**src/rtl/rgb_mul_scheduler.sv**
```systemverilog
// Round-robin scheduler sharing one registered RGB channel multiplier among N_REQ requesters.
// Optional activity counters (stat_grants, stat_stalls) are built when RGB_SCHED_STATS_EN is defined.
//
// state  | meaning
// IDLE   | grant lowest valid index at or after rr_ptr, capture operands
// ISS_R  | multiplier start with R operands
// ISS_G  | start with G operands, capture R result
// ISS_B  | start with B operands, capture G result
// WAIT   | multiplier idle, capture B result
// RESP   | hold response until rsp_ready
module rgb_mul_scheduler #(
  parameter int N_REQ     = 4,
  parameter int WIDTH     = 24,
  parameter int Q_BITS    = 12,
  parameter int RGB_WIDTH = 8
) (
  input  logic                             clk,
  input  logic                             rst,
  input  logic [N_REQ-1:0]                 req_valid,
  output logic [N_REQ-1:0]                 req_ready,
  input  logic [N_REQ*3*RGB_WIDTH-1:0]     req_color,
  input  logic [N_REQ*3*RGB_WIDTH-1:0]     req_scale,
  output logic                             rsp_valid,
  input  logic                             rsp_ready,
  output logic [$clog2(N_REQ)-1:0]         rsp_id,
  output logic signed [WIDTH-1:0]          rsp_r,
  output logic signed [WIDTH-1:0]          rsp_g,
  output logic signed [WIDTH-1:0]          rsp_b
`ifdef RGB_SCHED_STATS_EN
  ,
  output logic [15:0]                      stat_grants,
  output logic [15:0]                      stat_stalls
`endif
);

  localparam int ID_W  = $clog2(N_REQ);
  localparam int PIX_W = 3 * RGB_WIDTH;

  localparam logic [2:0] S_IDLE  = 3'd0;
  localparam logic [2:0] S_ISS_R = 3'd1;
  localparam logic [2:0] S_ISS_G = 3'd2;
  localparam logic [2:0] S_ISS_B = 3'd3;
  localparam logic [2:0] S_WAIT  = 3'd4;
  localparam logic [2:0] S_RESP  = 3'd5;

  logic [2:0]             state;
  logic [ID_W-1:0]        rr_ptr;
  logic [ID_W-1:0]        grant_id;
  logic [ID_W-1:0]        cand;
  logic [N_REQ-1:0]       grant;
  logic                   found;
  logic                   accept;
  logic [PIX_W-1:0]       sel_col;
  logic [PIX_W-1:0]       sel_scl;
  logic [PIX_W-1:0]       col_q;
  logic [PIX_W-1:0]       scl_q;
  logic                   mul_start;
  logic [RGB_WIDTH-1:0]   mul_a;
  logic [RGB_WIDTH-1:0]   mul_b;
  logic [2*RGB_WIDTH-1:0] mul_p;
  logic [WIDTH-1:0]       mul_res;
  logic                   unused_lsb;

  // Search starts at rr_ptr and wraps, so every held request is served within N_REQ grants.
  always_comb begin
    grant    = '0;
    grant_id = '0;
    found    = 1'b0;
    cand     = '0;
    for (int k = 0; k < N_REQ; k++) begin
      cand = ID_W'((int'(rr_ptr) + k) % N_REQ);
      if (!found && req_valid[cand]) begin
        found       = 1'b1;
        grant[cand] = 1'b1;
        grant_id    = cand;
      end
    end
  end

  always_comb begin
    sel_col = '0;
    sel_scl = '0;
    for (int i = 0; i < N_REQ; i++) begin
      if (grant[i]) begin
        sel_col = req_color[i*PIX_W +: PIX_W];
        sel_scl = req_scale[i*PIX_W +: PIX_W];
      end
    end
  end

  assign accept    = (state == S_IDLE) && found;
  assign req_ready = (state == S_IDLE) ? grant : '0;
  assign rsp_valid = (state == S_RESP);

  always_comb begin
    mul_start = 1'b0;
    mul_a     = '0;
    mul_b     = '0;
    case (state)
      S_ISS_R: begin
        mul_start = 1'b1;
        mul_a     = col_q[3*RGB_WIDTH-1 -: RGB_WIDTH];
        mul_b     = scl_q[3*RGB_WIDTH-1 -: RGB_WIDTH];
      end
      S_ISS_G: begin
        mul_start = 1'b1;
        mul_a     = col_q[2*RGB_WIDTH-1 -: RGB_WIDTH];
        mul_b     = scl_q[2*RGB_WIDTH-1 -: RGB_WIDTH];
      end
      S_ISS_B: begin
        mul_start = 1'b1;
        mul_a     = col_q[RGB_WIDTH-1:0];
        mul_b     = scl_q[RGB_WIDTH-1:0];
      end
      default: ;
    endcase
  end

  // Shared multiplier: one-cycle latency, output forced to zero when not started.
  always_ff @(posedge clk or posedge rst) begin
    if (rst) begin
      mul_p <= '0;
    end else if (mul_start) begin
      mul_p <= {{RGB_WIDTH{1'b0}}, mul_a} * {{RGB_WIDTH{1'b0}}, mul_b};
    end else begin
      mul_p <= '0;
    end
  end

  // Only the product's upper half lands in the Q-format result; low bits are truncated.
  always_comb begin
    mul_res = '0;
    mul_res[Q_BITS+RGB_WIDTH-1:Q_BITS] = mul_p[2*RGB_WIDTH-1:RGB_WIDTH];
  end

  assign unused_lsb = ^mul_p[RGB_WIDTH-1:0];

  always_ff @(posedge clk or posedge rst) begin
    if (rst) begin
      state  <= S_IDLE;
      rr_ptr <= '0;
      col_q  <= '0;
      scl_q  <= '0;
      rsp_id <= '0;
      rsp_r  <= '0;
      rsp_g  <= '0;
      rsp_b  <= '0;
    end else begin
      case (state)
        S_IDLE: begin
          if (accept) begin
            col_q  <= sel_col;
            scl_q  <= sel_scl;
            rsp_id <= grant_id;
            rr_ptr <= (grant_id == ID_W'(N_REQ - 1)) ? '0 : grant_id + ID_W'(1);
            state  <= S_ISS_R;
          end
        end
        S_ISS_R: state <= S_ISS_G;
        S_ISS_G: begin
          rsp_r <= $signed(mul_res);
          state <= S_ISS_B;
        end
        S_ISS_B: begin
          rsp_g <= $signed(mul_res);
          state <= S_WAIT;
        end
        S_WAIT: begin
          rsp_b <= $signed(mul_res);
          state <= S_RESP;
        end
        S_RESP: begin
          if (rsp_ready) state <= S_IDLE;
        end
        default: state <= S_IDLE;
      endcase
    end
  end

`ifdef RGB_SCHED_STATS_EN
  always_ff @(posedge clk or posedge rst) begin
    if (rst) begin
      stat_grants <= '0;
      stat_stalls <= '0;
    end else begin
      if (accept && (stat_grants != 16'hFFFF)) stat_grants <= stat_grants + 16'd1;
      if ((state == S_RESP) && !rsp_ready && (stat_stalls != 16'hFFFF))
        stat_stalls <= stat_stalls + 16'd1;
    end
  end
`endif

endmodule

```
**config.mk**
```make
export PLATFORM = sky130hd
export DESIGN_NAME = rgb_mul_scheduler
export DESIGN_NICKNAME = d
export VERILOG_FILES = /design/src/rtl/rgb_mul_scheduler.sv
export SDC_FILE = /design/constraint.sdc
export NUM_CORES = 1
export LEC_CHECK = 0
export ABC_AREA = 1
export BUFFER_PORTS_ARGS = -buffer_cell sky130_fd_sc_hd__buf_2
export CAP_MARGIN = 40
export CORE_MARGIN = 3
export CORE_UTILIZATION = 55
export CTS_CLUSTER_SIZE = 28
export DETAILED_ROUTE_END_ITERATION = 8
export PLACE_DENSITY = 0.95
export REMOVE_ABC_BUFFERS = 1
export SLEW_MARGIN = 20
export SYNTH_ARGS = -nofsm -noshare
export SYNTH_HDL_FRONTEND = slang
export SYNTH_SLANG_ARGS = --single-unit
```
**constraint.sdc**
```tcl
create_clock -name clk -period 7.95 [get_ports clk]
set_clock_uncertainty 0.05 [all_clocks]
set_input_delay 0.795 -clock clk [delete_from_list [all_inputs] [get_ports clk]]
set_output_delay 0.795 -clock clk [all_outputs]
set_load 0.01 [all_outputs]
```
## Yosys cells after proc, flatten, opt, wreduce, memory -nomap -nowiden

Cells that the tools add are included.

- Word-level logic and storage cells: 93
- Bits of input ports: 199
- Flip-flop bits (word level): 95
- Output and inout port bits: 79

- Add/sub/neg operators: 4
- Bitwise gates (word level): 3
- Multiply operators: 1
- $lt $le $gt $ge: 8
- Reductions and logical operators: 15
- Equality and inequality tests: 8
- Muxes and demuxes: 45

Operators by type and width:

| cell | number |
|---|---|
| 24-bit 2-to-1 mux | 8 |
| 8-bit one-hot mux with 3 select lines | 2 |
| 4-bit 2-to-1 mux | 5 |
| 3-bit one-hot mux with 6 select lines | 1 |
| 8-bit by 8-bit multiplier with 16-bit output | 1 |
| 16-bit 2-to-1 mux | 1 |
| 1-bit 2-to-1 mux | 13 |
| 2-bit by 3-bit less-than comparator with 1-bit output, second input constant | 4 |
| 4-bit OR | 3 |
| 2-bit 2-to-1 mux | 5 |
| 1-bit binary-select mux with 2-bit select | 4 |
| 1-bit demux with 2-bit select | 4 |
| 2-bit by 1-bit >= comparator with 1-bit output, second input constant | 4 |
| 1-bit logical AND | 8 |
| 3-bit by 2-bit equality test with 1-bit output, second input constant | 2 |
| 3-bit equality test, second input constant | 2 |
| 3-bit 2-to-1 mux | 2 |
| 2-bit by 1-bit adder with 2-bit output, second input constant | 2 |
| 2-bit adder, second input constant | 2 |
| 2-bit AND reduction | 2 |
| 3-bit by 1-bit equality test with 1-bit output, second input constant | 1 |
| 1-bit zero test | 3 |
| 3-bit zero test | 1 |
| 3-bit OR reduction | 1 |
| other kinds (3) | 3 |

## Longest topological paths before layout

Gate-level depths: netlist (run 1).

- Depth in word-level cells: 16
- Mapped depth: 27
- Gate-level depth less buffers: 26

## Worst setup path after synthesis (run 1)

Ideal clock, no wire load.

- Path kind: register -> register
- From: register state[2]
- To: register mul_p[14]
- Stages on the path, launching flop included: 22
- Path slack: 3.059 ns
- Arrival: 4.722 ns
- Buffers on the path: 1
- Path through: dfrtp_1 inv_2 nand2_2 nor2_2 clkbuf_1 nand2_1 nand3_1 nand2_1 inv_1 fa_1 fa_1 fa_1 inv_1 fa_1 inv_1 ha_1 a21oi_1 o21ai_0 a221oi_1 nand3_1 nand2_1 nor2_1

- Cells in the longest elaborated chain, start to end: 4
- Elaborated cells on any way between the ends: 9

RTL lines:

| what | RTL line | text |
|---|---|---|
| from (decl) | 46 | `logic [2:0] state;` |
| from (signal assigned) | 140 | `state <= S_IDLE;` |
| from (signal assigned) | 156 | `state <= S_ISS_R;` |
| from (signal assigned) | 159 | `S_ISS_R: state <= S_ISS_G;` |
| 3-bit by 2-bit equality test with 1-bit output / 3-bit by 1-bit equality test with 1-bit output (equally long branches) | 99 | `case (state)` |
| 8-bit one-hot mux with 3 select lines / 3-bit OR reduction (equally long branches) | - |  |
| 8-bit by 8-bit multiplier with 16-bit output / 1-bit 2-to-1 mux (equally long branches) | 124, 99 |  |
| 16-bit 2-to-1 mux (*) | 123 | `end else if (mul_start) begin` |
| to (signal assigned) | 124 | `mul_p <= {{RGB_WIDTH{1'b0}}, mul_a} * {{RGB_WIDTH{1'b0}}, mul_b};` |
| to (decl) | 60 | `logic [2*RGB_WIDTH-1:0] mul_p;` |

Every way passes the cells marked *; elsewhere a longest branch is shown, timed or not.
A chain may end at the register's enable or synchronous reset.

## Final worst setup path (run 1)

Ends and elaborated chain as after synthesis.

==> results of run 1 <==
flip-flops by register name (all words and copies together) (netlist names), named ones only:
| signal | cells |
|---|---|
| mul_p | 8 |
| scl_q | 24 |
| col_q | 24 |
| rsp_id | 2 |
| rr_ptr | 1 |
| rsp_g | 8 |
| state | 3 |
| rsp_r | 8 |
| rsp_b | 8 |
cell usage in the layout (no fill, tap or decap), types with 8 or more instances in the layout:
master	count
sky130_fd_sc_hd__conb_1	48
sky130_fd_sc_hd__a21oi_1	209
sky130_fd_sc_hd__nor2_1	69
sky130_fd_sc_hd__dfrtp_1	87
sky130_fd_sc_hd__inv_1	174
sky130_fd_sc_hd__nand2_1	294
sky130_fd_sc_hd__nand4_1	8
sky130_fd_sc_hd__o21ai_0	33
sky130_fd_sc_hd__nand3_1	71
sky130_fd_sc_hd__clkbuf_16	9
sky130_fd_sc_hd__buf_2	229
sky130_fd_sc_hd__fa_1	35
sky130_fd_sc_hd__ha_1	38
per-stage QoR:
| stage | hold slack, ps | total power, mW |
|---|---|---|
| 6_report | 417 | 5.07 |
| 5_1_grt | 436 | 5.70 |
| 4_1_cts | 435 | 5.04 |
| 3_5_place_dp | 419 | 4.63 |
| 3_3_place_gp | 408 | 4.45 |
| 2_1_floorplan | 445 | 3.59 |
layer usage:
metal,part of all wire,track usage,vias to the layer above
met5,0,0,-
met1,0.41,0.361,3791
met2,0.50,0.480,336
met4,0.032,0.107,0
met3,0.064,0.0493,50
li1,-,-,4048
power groups by stage:
stage / logic, mW / registers (mW) / clock network, mW
6_report: 3.89 / 0.802 / 0.382
5_1_grt: 4.47 / 0.824 / 0.403
4_1_cts: 3.85 / 0.800 / 0.389
3_5_place_dp: 3.82 / 0.807 / 0
3_3_place_gp: 3.64 / 0.805 / 0
2_1_floorplan: 2.80 / 0.781 / 0
worst register-to-register path, stage by stage (launching register included):
cell and delay [ps]:
sky130_fd_sc_hd__dfrtp_1 450, sky130_fd_sc_hd__inv_2 150, sky130_fd_sc_hd__nand2_2 80, sky130_fd_sc_hd__nor2_2 590, sky130_fd_sc_hd__a22oi_1 170, sky130_fd_sc_hd__nand2_1 320, sky130_fd_sc_hd__nand2_1 90, sky130_fd_sc_hd__inv_1 90
sky130_fd_sc_hd__fa_1 430, sky130_fd_sc_hd__fa_1 520, sky130_fd_sc_hd__fa_1 550, sky130_fd_sc_hd__inv_1 50, sky130_fd_sc_hd__fa_1 520, sky130_fd_sc_hd__inv_1 40, sky130_fd_sc_hd__ha_1 340, sky130_fd_sc_hd__a21oi_1 180
sky130_fd_sc_hd__o21ai_0 140, sky130_fd_sc_hd__a221oi_1 440, sky130_fd_sc_hd__nand3_1 160, sky130_fd_sc_hd__nand2_1 90, sky130_fd_sc_hd__nor2_1 40
kinds of logic (layout without fill, tap and decap cells):
family	after synthesis	count (layout)	share of synthesized area
simple gates	473	473	0.249
buf+inv	280	434	0.165
compound gates	260	260	0.167
flops	87	87	0.269
fa+ha+maj	73	73	0.146
xor+xnor	3	3	0.00325
other cells	1	48	0.000464
worst min path at each step:
| stage | startpoint | endpoint | slack (ps) | depth (start not counted) |
|---|---|---|---|---|
| CTS | rsp_g[17] | rsp_g[17] | 440 | 2 |
| finish | rst | rsp_b[19] | 420 | 3 |
| global route | rst | rsp_b[19] | 440 | 3 |
| detailed placement | rsp_r[12] | rsp_r[12] | 420 | 2 |
| global placement | rsp_id[1] | rsp_id[1] | 410 | 2 |
| floorplan | col_q[0] | col_q[0] | 450 | 2 |
cell type report:
type	count	area share
Multi-Input combinational cell	857	0.507
Sequential cell	87	0.231
Timing Repair Buffer	240	0.139
Inverter	179	0.0717
Clock buffer	12	0.0251
Tap cell	180	0.0239
Clock inverter	3	0.00226
==> reports/metrics.cfg, run 1 <==
[critical_path]
crit_path_end_kind=register
critPathKind=reg2reg
critPathCapture=mul_p[14]
timing.reg2reg.worst_path_depth=20
r2r_end=mul_p[14]
crit_path_start_kind=register
worst_ep_arrival_time_ps=5780
cp_common_cell=sky130_fd_sc_hd__fa_1
cpPeakStageDelay_ps=590
regToRegSetupSlack_ps=2360
cp.depth=20
worst-path-buf-inv=4
crit_family=adder cells
data_required_time_of_the_critical_path_ps=8140
path_cells=inv_2, nand2_2, nor2_2, a22oi_1, nand2_1, nand2_1, inv_1, fa_1, fa_1, fa_1, inv_1, fa_1, inv_1, ha_1, a21oi_1, o21ai_0, a221oi_1, nand3_1, nand2_1, nor2_1
worstSetupStartpoint=state[2]
launching_point_of_the_worst_reg2reg_path=state[2]
cp_slowest_cell=sky130_fd_sc_hd__nor2_2
worstPathMaxFanout=18

[yosys]
post_synth_main_area_contributors=sky130_fd_sc_hd__dfrtp_1 27%, sky130_fd_sc_hd__nand2_1 14%, sky130_fd_sc_hd__a21oi_1 13%
yosysTopAreaCell=sky130_fd_sc_hd__dfrtp_1
synth_seq_cells=87
post-synth-top-count-cell=sky130_fd_sc_hd__nand2_1
mappedNetlistArea_mm2=0.00808
seq_total_area_yosys=0.269
synth_cell_types=42
yosys.area.top_type_share=0.269
synthesis.instances=1177
avgSynthCellArea_um2=6.87
top_cell_types_by_occurrence_after_synthesis=295 x sky130_fd_sc_hd__nand2_1, 209 x sky130_fd_sc_hd__a21oi_1, 175 x sky130_fd_sc_hd__inv_1
ys_warn_count=0
synth_edf_count=0
synthArstFlopShare=1.00
synth_ff_type=sky130_fd_sc_hd__dfrtp_1

[power_and_ir_drop]
ir_worst_vdd_uv=314
p_int_mw=2.21
power.combinational.fraction=0.767
switching_power_total_mw=2.86
clock_power_share=0.075
static-leakage-power_nw=5.55
net_sw_frac=0.564
pwr-share-seq=0.158
cellPowerDensity_mw_per_mm2=539

[clock_tree]
clkTransAtPathRegs_ps=60
post_cts_resize_count=0
clkLatencyLatePin_ps=350
clock_tree.root_cell=sky130_fd_sc_hd__clkbuf_16
tritoncts_num_sinks=87
tritoncts_clock_tree=done
cts_made_buffers=9
hold_buffers=0
h-tree-depth=3
cts_setup_buffers=0
cts-root-to-sink-buffers=2

[timing]
setup_slack_ps=2360
worst_slew_pin_slew_ps=746
period_utilization=0.703
finalSetupViolCount=0
final_max_slew_viol_count=0
finalSetupTns_ps=0
peak_freq_mhz=179
finalHoldViolations=0
grt_setup_unrepaired=no
final_period_minus_worst_setup_slack_ps=5590
maxSlewHeadroom=0.502

[cells_and_area]
layout.filler_cells=1230
syn2layout_area_growth_pct=16.5
design_area_mm2=0.00942
finalNetCount=1646
utilization=0.666
area.sequential_mm2=0.00218
final_layout_size_suffix_gt1_frac=0.203
instances_no_fill=1558
antennaDiodeCount=0
multi_input_comb_area_mm2=0.00477

[global_route]
remaining_global_route_overflow=0
first_global_vias=7934
grtUsageTotal=0.282
antenna_found_initial=0
pin_count_of_the_biggest_net_entering_global_routing=85
grt_pass1_wl_um=37400

[routing]
drt_pre_antenna_iters=5
detail_route.iter0.violations=433
via_count=8225
wire_per_inst_um=14.6
wl_um=22700
detail_route.drc_violations=0
antenna_left=0
detail_route.vias_per_cell=5.28

[placement]
buffer_ports.inserted=229
hpwl_after_detailed_placement_um=17800
postPlaceCellArea_mm2=0.00910
routability_congestion=0.915
place.detailed.instances=1540
worst_case_setup_slack_after_placement_ps=2490

[floorplanning]
fp.dieW_um=127
die_ht_um=127
core_region_area_mm2=0.0141
start_util=0.571
dieArea_mm2=0.0162
placementRows=43
num_io_pins=278

[min_path]
holdCritPathClass=in2async

[outcome]
run_status=completed

[run]
maxCapViolations=0

Power figures use the tool's default switching activity.
==> inputs of run 2 (changes only) <==
CORE_UTILIZATION = 47   (was 55)
PLACE_DENSITY = 0.88   (was 0.95)
clock period = 5.12 ns   (was 7.95 ns; I/O delays follow)
==> run 2 against run 1 <==
  * Setup slack got worse by 2100 ps
  * Combinational power increased by 56%
  * Routed wire length decreased by 4.5%
  * Clock-buffer cell count decreased by 2
  * Flip-flop and latch count unchanged
  * Design area increased by 2.6%
  * Via count decreased by 1.0%
  * Global-route usage decreased by 5.7 points
  * Sequential power increased by 52%
  * Hold slack got worse by 8.5 ps
  * Critical path type unchanged
==> reports/metrics.cfg, run 2 (same netlist as run 1, synthesis figures left out) <==
[timing]
maxSlewHeadroom=0.476  ; -0.0267
peak_freq_mhz=204  ; +14%
final_max_slew_viol_count=0  ; unchanged
finalHoldViolations=0  ; unchanged
period_utilization=0.956  ; +0.253
whs_ps=408  ; -8.49 ps
final_period_minus_worst_setup_slack_ps=4890  ; -698 ps
finalSetupViolCount=0  ; unchanged
worst_slew_pin_slew_ps=787  ; +40.8 ps

[cells_and_area]
utilization=0.578  ; -0.0872
instances_no_fill=1614  ; +3.6%
antennaDiodeCount=0  ; unchanged
layout_top_registers=col_q (24), scl_q (24)
syn2layout_area_growth_pct=19.5
layout.filler_cells=1548  ; +26%
finalNetCount=1661  ; +0.91%
final_layout_size_suffix_gt1_frac=0.220  ; +0.0163
multi_input_comb_area_mm2=0.00480  ; +0.60%
most_frequent_standard_cell_in_the_layout_excluding_fill_and_tap_cells=sky130_fd_sc_hd__nand2_1
layout_common_cells=292 x sky130_fd_sc_hd__nand2_1, 229 x sky130_fd_sc_hd__buf_2, 209 x sky130_fd_sc_hd__a21oi_1
area.sequential_mm2=0.00218  ; unchanged

[critical_path]
path_cells=inv_2, nand2_2, nor2_2, buf_6, nand2_1, nand3_2, nand2_1, inv_1, fa_1, fa_1, fa_1, inv_1, fa_1, inv_1, ha_1, a21oi_1, o21ai_0, a221oi_2, nand3_1, nand2_1, nor2_1
timing.reg2reg.worst_path_depth=21  ; +5.0%
cp_common_cell=sky130_fd_sc_hd__fa_1
cpPeakStageDelay_ps=560  ; -30 ps
crit_path_start_kind=register
r2r_end=mul_p[14]
launching_point_of_the_worst_reg2reg_path=state[2]
cp_slowest_cell=sky130_fd_sc_hd__fa_1
worstPathMaxFanout=18  ; unchanged
critPathKind=reg2reg
worstSetupStartpoint=state[2]
crit_path_end_kind=register
regToRegSetupSlack_ps=230  ; -2130 ps
worst_ep_arrival_time_ps=5080  ; -700 ps
data_required_time_of_the_critical_path_ps=5300  ; -2840 ps
critPathCapture=mul_p[14]

[outcome]
run_status=completed

[power_and_ir_drop]
cellPowerDensity_mw_per_mm2=827  ; +54%
finalPower_mw=7.99  ; +57%
static-leakage-power_nw=5.68  ; +2.3%
ir_worst_vdd_uv=363  ; +16%

[floorplanning]
fp.dieW_um=137  ; +7.8%
start_util=0.484  ; -0.0873
num_io_pins=278  ; unchanged
core_region_area_mm2=0.0167  ; +18%
die_ht_um=137  ; +7.8%
dieArea_mm2=0.0188  ; +16%
placementRows=47  ; +9.3%

[clock_tree]
cts_made_buffers=9  ; unchanged
tritoncts_num_sinks=87  ; unchanged
clkTransAtPathRegs_ps=60  ; about the same
clkLatencyLatePin_ps=350  ; about the same
tritoncts_clock_tree=done
h-tree-depth=3  ; unchanged
clock_tree.root_cell=sky130_fd_sc_hd__clkbuf_16
cts-root-to-sink-buffers=2  ; unchanged

[routing]
wire_per_inst_um=13.4  ; -7.8%
drt_pre_antenna_iters=7  ; +2
detail_route.iter0.violations=443  ; +2.3%
via_count=8142  ; -1.0%
wl_um=21700  ; -4.5%
antenna_left=0  ; unchanged
detail_route.vias_per_cell=5.04  ; -4.4%
detail_route.drc_violations=0  ; unchanged

[placement]
buffer_ports.inserted=229  ; unchanged
routability_congestion=0.925  ; +1.1%
place.detailed.instances=1594  ; +3.5%
hpwl_after_detailed_placement_um=17000  ; -4.7%

[min_path]
holdCritPathClass=in2reg
hold_path_startpoint=req_scale[83]

[global_route]
first_global_vias=7332  ; -7.6%
remaining_global_route_overflow=0  ; unchanged
antenna_found_initial=0  ; unchanged
grt_pass1_wl_um=34300  ; -8.3%
pin_count_of_the_biggest_net_entering_global_routing=74  ; -13%
grtUsageTotal=0.225  ; -0.0571

[run]
maxCapViolations=0  ; unchanged

[run 2: metal layers]
metal	vias to the layer above	track usage	wire [um]
li1	4083	-	-
met1	3763	0.288	9110
met2	271	0.393	10800
met3	25	0.0438	1350
met4	0	0.0538	397
met5	-	0	0
[run 2: area by class of cell]
class,count,share of cell area
well taps,220,0.0285
inverters,179,0.0699
multi-input cells,857,0.497
clock inverters,6,0.00946
repair buffers,255,0.145
clock buffers,10,0.0247
flip-flops and latches,87,0.225
[run 2: through the flow]
step	setup WS, ps	TNS, ps	instance area (um2)
CTS	104	0	9550
detailed placement	-71.2	-94.8	9220
global placement	113	0	9200
floorplan	329	0	7600
global route	-93.3	-93.3	9660
finish	226	0	9660
[run 2: timing repair]
item,4_1_cts,5_1_grt
hold buffers,0,1
setup buffers,0,1
gates resized for setup,1,10
pin swaps,0,1
endpoints found under the setup margin,2,4
hold endpoints to repair,0,2
[run 2: worst max-delay path: cells and delay by family (launching register included)]
family / cells / cell delay, ps
adders and majority gates: 5 / 2390
AOI/OAI and AO/OA: 3 / 700
and+or+nand+nor: 8 / 740
buffers and inverters: 5 / 480
DFF: 1 / 390
[run 2: power breakdown]
group          internal, mW  switching [mW]
Sequential             1.02           0.202
Combinational          2.11            3.94
Clock                 0.443           0.277
[run 2: worst min path at each step]
stage / to / slack [ps] / cells past startpoint
3_3_place_gp: rsp_id[1] / 410 / 2
3_5_place_dp: rsp_b[13] / 420 / 2
4_1_cts: rsp_b[14] / 250 / 2
5_1_grt: col_q[21] / 400 / 3
6_report: scl_q[11] / 410 / 3
2_1_floorplan: col_q[0] / 450 / 2
